--- src/rtl/reg_write_arbiter.sv ---
// rtl/reg_write_arbiter.sv - two-source register-file writeback arbiter with pending-write scoreboard
//
// Purpose:
//   Arbitrates between two writeback sources (A = ALU, B = memory load) for a
//   single register-file write port, registers the winning write for one
//   cycle, and tracks which destination registers have a write outstanding so
//   decode can detect read-after-write hazards.
//
// Ports:
//   clk, rst                  clock, asynchronous active-high reset
//   alloc_valid, alloc_reg    issue stage reserves a destination register
//   a_valid/a_reg/a_data      writeback request A, granted by a_ready
//   b_valid/b_reg/b_data      writeback request B, granted by b_ready
//   WriteReg/DstReg/DstData   registered register-file write port
//   src1_reg, src2_reg        read IDs being decoded
//   hazard                    a decoded read depends on a pending write
//   pending                   one bit per register with a write outstanding
//   err_waw, err_spur         sticky protocol-error flags
//
// Parameters:
//   FAIR  1 = round-robin on contention, 0 = A always wins contention

module reg_write_arbiter #(
  parameter int FAIR = 1
) (
  input  logic        clk,
  input  logic        rst,
  input  logic        alloc_valid,
  input  logic [3:0]  alloc_reg,
  input  logic        a_valid,
  input  logic [3:0]  a_reg,
  input  logic [15:0] a_data,
  output logic        a_ready,
  input  logic        b_valid,
  input  logic [3:0]  b_reg,
  input  logic [15:0] b_data,
  output logic        b_ready,
  output logic        WriteReg,
  output logic [3:0]  DstReg,
  output logic [15:0] DstData,
  input  logic [3:0]  src1_reg,
  input  logic [3:0]  src2_reg,
  output logic        hazard,
  output logic [15:0] pending,
  output logic        err_waw,
  output logic        err_spur
);

  // Round-robin pointer: 1 means B won the most recent contended cycle,
  // so A gets the next one.
  logic        r_last_b;

  logic        w_contend;
  logic        w_a_ready;
  logic        w_b_ready;
  logic        w_xfer;
  logic [3:0]  w_win_reg;
  logic [15:0] w_win_data;
  logic [15:0] w_set_mask;
  logic [15:0] w_clr_mask;
  logic [15:0] w_pending_nxt;
  logic        w_waw;
  logic        w_spur;

  // Grant logic. Held at zero during reset so nothing is accepted while the
  // write port and scoreboard are being cleared.
  always_comb begin
    w_contend = a_valid & b_valid;
    w_a_ready = 1'b0;
    w_b_ready = 1'b0;
    if (!rst) begin
      if (w_contend) begin
        if ((FAIR == 0) || r_last_b) begin
          w_a_ready = 1'b1;
        end else begin
          w_b_ready = 1'b1;
        end
      end else begin
        w_a_ready = a_valid;
        w_b_ready = b_valid;
      end
    end
  end

  assign a_ready = w_a_ready;
  assign b_ready = w_b_ready;

  // Winner selection; grants are one-hot so a simple mux suffices.
  always_comb begin
    w_xfer     = w_a_ready | w_b_ready;
    w_win_reg  = w_b_ready ? b_reg  : a_reg;
    w_win_data = w_b_ready ? b_data : a_data;
  end

  // Scoreboard next state. The clear targets the write currently on the
  // register-file port; the set is OR'd in last so a same-edge re-allocation
  // of that register survives.
  always_comb begin
    w_set_mask    = alloc_valid ? (16'h0001 << alloc_reg) : 16'h0000;
    w_clr_mask    = WriteReg    ? (16'h0001 << DstReg)    : 16'h0000;
    w_pending_nxt = (pending & ~w_clr_mask) | w_set_mask;
  end

  // Protocol checks. Re-allocating a register whose write retires on this
  // same edge is legal; only a still-outstanding register is a WAW error.
  always_comb begin
    w_waw  = alloc_valid & pending[alloc_reg] &
             ~(WriteReg & (DstReg == alloc_reg));
    w_spur = WriteReg & ~pending[DstReg];
  end

  assign hazard = pending[src1_reg] | pending[src2_reg];

  // Round-robin pointer moves only when both sources competed.
  always_ff @(posedge clk or posedge rst) begin
    if (rst) begin
      r_last_b <= 1'b1;
    end else if (w_contend) begin
      r_last_b <= w_b_ready;
    end
  end

  // Registered write port. DstReg/DstData hold their last value on idle
  // cycles; only the enable drops.
  always_ff @(posedge clk or posedge rst) begin
    if (rst) begin
      WriteReg <= 1'b0;
      DstReg   <= 4'h0;
      DstData  <= 16'h0000;
    end else begin
      WriteReg <= w_xfer;
      if (w_xfer) begin
        DstReg  <= w_win_reg;
        DstData <= w_win_data;
      end
    end
  end

  // Scoreboard and sticky error flags.
  always_ff @(posedge clk or posedge rst) begin
    if (rst) begin
      pending  <= 16'h0000;
      err_waw  <= 1'b0;
      err_spur <= 1'b0;
    end else begin
      pending  <= w_pending_nxt;
      err_waw  <= err_waw  | w_waw;
      err_spur <= err_spur | w_spur;
    end
  end

endmodule

--- config.mk ---
export PLATFORM = sky130hd
export DESIGN_NAME = reg_write_arbiter
export DESIGN_NICKNAME = d
export VERILOG_FILES = /design/src/rtl/reg_write_arbiter.sv
export SDC_FILE = /design/constraint.sdc
export NUM_CORES = 1
export LEC_CHECK = 0
export ABC_AREA = 0
export CAP_MARGIN = 20
export CORE_UTILIZATION = 43
export CTS_CLUSTER_DIAMETER = 100
export CTS_CLUSTER_SIZE = 25
export DETAILED_ROUTE_END_ITERATION = 8
export GPL_ROUTABILITY_DRIVEN = 0
export GPL_TIMING_DRIVEN = 0
export HOLD_SLACK_MARGIN = 0.08
export PLACE_DENSITY_LB_ADDON = 0.08
export REMOVE_ABC_BUFFERS = 1
export SLEW_MARGIN = 20
export SYNTH_ARGS = -nofsm -noshare
export SYNTH_HDL_FRONTEND = slang
export SYNTH_SLANG_ARGS = --single-unit
--- constraint.sdc ---
create_clock -name clk -period 3.35 [get_ports clk]
set_input_delay 0.8375 -clock clk [delete_from_list [all_inputs] [get_ports clk]]
set_output_delay 0.8375 -clock clk [all_outputs]
set_load 0.005 [all_outputs]
Yosys cells after proc, flatten, opt, wreduce, memory -nomap -nowiden:

Index checks and enable logic that the tools add are counted.

* bits in registers: 40
* input port bits: 57
* output and inout port bits: 42
* logic and storage cells: 46

* $lt $le $gt $ge: 4
* eq/ne operators: 1
* shifts and indexed selects: 2
* muxes and demuxes: 18
* bitwise logic cells: 14

Operator list (number)
* $mux W16: 3
* $shl A1 B4 Y16 const A: 2
* $lt A4 B5 Y1 const B: 4
* $and A16 B16 Y16: 1
* $bmux W1 S4: 4
* $not A16 Y16: 1
* $or A16 B16 Y16: 1
* $mux W1: 10
* $and A1 B1 Y1: 5
* $eq A4 B4 Y1: 1
* $mux W4: 1
* $or A1 B1 Y1: 4
* $not A1 Y1: 2

Longest topological paths before layout:

* depth in word-level cells: 5
* depth in mapped cells: 5
* depth with buffers taken out: 4

Worst setup path after synthesis:

No wires, ideal clock.

* kind: input -> output
* start: in src1_reg[1]
* end: out hazard
* data arrival time: 2.039 ns
* required time: 2.513 ns
* setup slack: 0.473 ns
* cell stages on the path: 3
* path buffers: 0
* cells stage by stage: mux4_1 -> mux4_2 -> or2_1

* cells in the longest elaborated chain, start to end: 3

Ends and longest elaborated chain
* start, declared: RTL line 41 `input logic [3:0] src1_reg,`
* $bmux W1 S4: RTL line 112 `assign hazard = pending[src1_reg] | pending[src2_reg];`
* $mux W1 (not written as such): RTL line 112
* $or A1 B1 Y1: RTL line 112
* end, declared: RTL line 43 `output logic hazard,`

Every way passes these cells. The select of a mux whose other input is x is not followed.

Worst setup path in the final report:

* start: in src1_reg[0]
* end: out hazard

Same word-level chain as after synthesis.

==> flow_metrics.tcl <==
set metrics [dict create \
    reg2regPathDepth 4 \
    fin_ws_ps 77.91 \
    crit_slowest_cell "mux4_1" \
    drc 0 \
    crit_buf_inv 2 \
    ys_seq_area_share_pct 43.58 \
    grt_pass1_vias 1901 \
    grt_remaining_overflow 0 \
    vias 2024 \
    ys_seq_elements 40 \
    syn_inst 205 \
    rsz0062_at_grt "false" \
    synthArstFlopShare_pct 100.0 \
    drv_cap 0 \
    hold_class "reg2reg" \
    synth-simple-area-share_pct 9.739 \
    synth_edf_count 0 \
    clock_path_buffers 2 \
    synth_mux_area_share_pct 28.62 \
    antenna_left 0 \
    clk_latency_ps 280 \
    hold_path.startpoint "DstData[2]" \
    synth_top_area_share_pct 42.44 \
    hold_violations 0 \
    cp.depth 5 \
    clockRootBuffer "clkbuf_8" \
    setup_tns_ps 0 \
    die_h_microns 75.13 \
    diodes 0 \
    fp.dieW_microns 75.13 \
    nets 358 \
    wl_per_cell_microns 15.81 \
    cp.arrival_ps 2430 \
    io_buffers 98 \
    stdcell_count 372 \
    drt_iter0_drc 148 \
    worstPathCellList "buf_4, mux4_1, mux4_2, or2_1, dlygate4sd2_1" \
    synth_cell_type_count 26 \
    holdPathStages 2 \
    cp-start-kind "primary input" \
    synth_top_family_by_area "multiplexers" \
    rows 26 \
    max_freq_ghz 0.3056 \
    start_util_pct 44.74 \
    regArea_sq_mm 0.001002 \
    yosysTopAreaCell "dfrtp_1" \
    grt_antenna_before_repair 0 \
    yosys-top-cells-count "53 x o21ai_0, 39 x dfrtp_1, 25 x nand2_1" \
    grt_max_degree 40 \
    multi_input_area_sq_mm 0.001241 \
    drv_slew 0 \
    ir_drop_uv 252.1 \
    io_pins 99 \
    end_kind "output port" \
    timing.critical_path.from "src1_reg[0]" \
    syn-cell-area_sq_mm 0.002300 \
    synthXorXnorAreaFrac_pct 1.523 \
    grt_pass1_wl_microns 9549 \
    h-tree-depth 2 \
    synth-main-ff-cell "dfrtp_1" \
    cp_max_fo 4 \
    r2r_start "pending[3]" \
    synth_fa_ha_area_share_pct 0 \
    ys_top_cells_by_area "dfrtp_1 42%, mux4_2 12%, o21ai_0 12%" \
    period_minus_slack_ps 3272 \
    leakagePower_nw 1.324 \
    wl_microns 5881 \
    setup_violations 0 \
    powerDensity_mw_per_mm2 497.2 \
    post-route-period-util_pct 97.67 \
    dieArea_sq_mm 0.005645 \
    first_pass_iters 4 \
    hold_slack_ps 479.1 \
    max_stage_delay_ps 540 \
    syn2layout_area_growth_pct 50.16 \
    grt_use_total_pct 23.00 \
    worst_ep_required_time_ps 2510 \
    cts.sinks 40 \
    avgSynthCellArea_sq_um 11.22 \
    pre_cts_ws_ps -656.8 \
    viasPerCell 5.441 \
    critical_path.top_delay_family "multiplexers" \
    cts_made_buffers 5 \
    skew_ps 6.191 \
    drive_gt1_share_pct 12.25 \
    relSlewSlack_pct 71.45 \
    synth_most_common_cell "o21ai_0" \
    fillCellCount 424 \
    clk_pin_slew_ps 60 \
    coreArea_sq_mm 0.005140 \
    crit_type "in2out" \
    dp_hpwl_microns 4491 \
    worst_pin_slew_ps 428.2 \
    outcome "completed" \
    synth_compound_area_share_pct 13.71 \
    cts_tree "yes" \
    dp_cells 363 \
    yosys_warnings 0 \
    totalPowerFinal_mw 1.717 \
]
==> per-stage QoR <==
stage / util [%] / area, sq um
detailed placement: 66.09 / 3397
finish: 67.19 / 3453
CTS: 67.26 / 3457
global placement: 64.48 / 3314
floorplan: - / 2246
global route: 67.19 / 3453
==> power breakdown <==
group	internal (mW)	switching, mW	total [mW]	leakage (nW)
combinational	0.454	0.214	0.668	0.827
clock	0.148	0.148	0.295	0.0395
sequential	0.590	0.164	0.754	0.458
total	1.19	0.525	1.72	1.32
==> per-layer routing <==
metal  GRT usage (%)  vias up  wire, microns
met2           36.74      104           2795
met5               0        -              0
met4           9.465        0             95
li1                -      953              -
met3           5.622       10            529
met1           30.27      957           2461
==> cell type report <==
type                    instances  share of cell area, %
multi-input cells             149                  35.94
repair buffers                102                  29.86
flip-flops and latches         40                  29.02
well taps                      70                  2.536
clock buffers                   8                  2.319
inverters                       3                 0.3261
==> cells by family (layout without fill, tap and decap cells) <==
group | Yosys count | after routing
XOR/XNOR | 4 | 4
AND/OR/NAND/NOR | 45 | 45
AO/OA/AOI/OAI | 59 | 59
multiplexers | 41 | 41
buffers and inverters | 16 | 113
flip-flops | 40 | 40
==> final timing paths <==
check / to / slack (ps)
worst min-delay path: DstData[2] / 480
min in group asynchronous: pending[11] / 930
worst min register to register: DstData[2] / 480
max in group asynchronous: r_last_b / 1900
worst max-delay path: hazard / 80
worst max register to register: err_waw / 1640
==> placed cells by master, fill, tap and decap left out, types with 3 or more instances in the layout <==
master and n:
dfrtp_1 39, buf_4 3, nand3_1 3, clkdlybuf4s50_1 93, clkbuf_8 5, o21ai_0 52, xor2_1 3, mux2i_1 23
nand2_1 25, nand2b_1 4, nand3b_1 5, clkbuf_1 3, mux4_2 16
==> sequential cells by signal, indices dropped and copies added, names as in the netlist <==
signal / count
DstData: 16
pending: 16
DstReg: 4
WriteReg: 1
err_spur: 1
err_waw: 1
r_last_b: 1
==> repair_timing <==
action | CTS | global route
gates cloned | 0 | 0
pin swaps | 1 | 0
hold buffers | 0 | 0
gates resized for setup | 22 | 1
endpoints found under the setup margin | 2 | 1
buffers inserted | 1 | 0
==> worst register-to-register path, stage by stage, from the launching register on <==
cell and delay [ps]:
dfrtp_1 450, mux4_2 500, nor2b_1 140, a211o_1 270
a41o_1 230
Power figures use the tool's default switching activity.
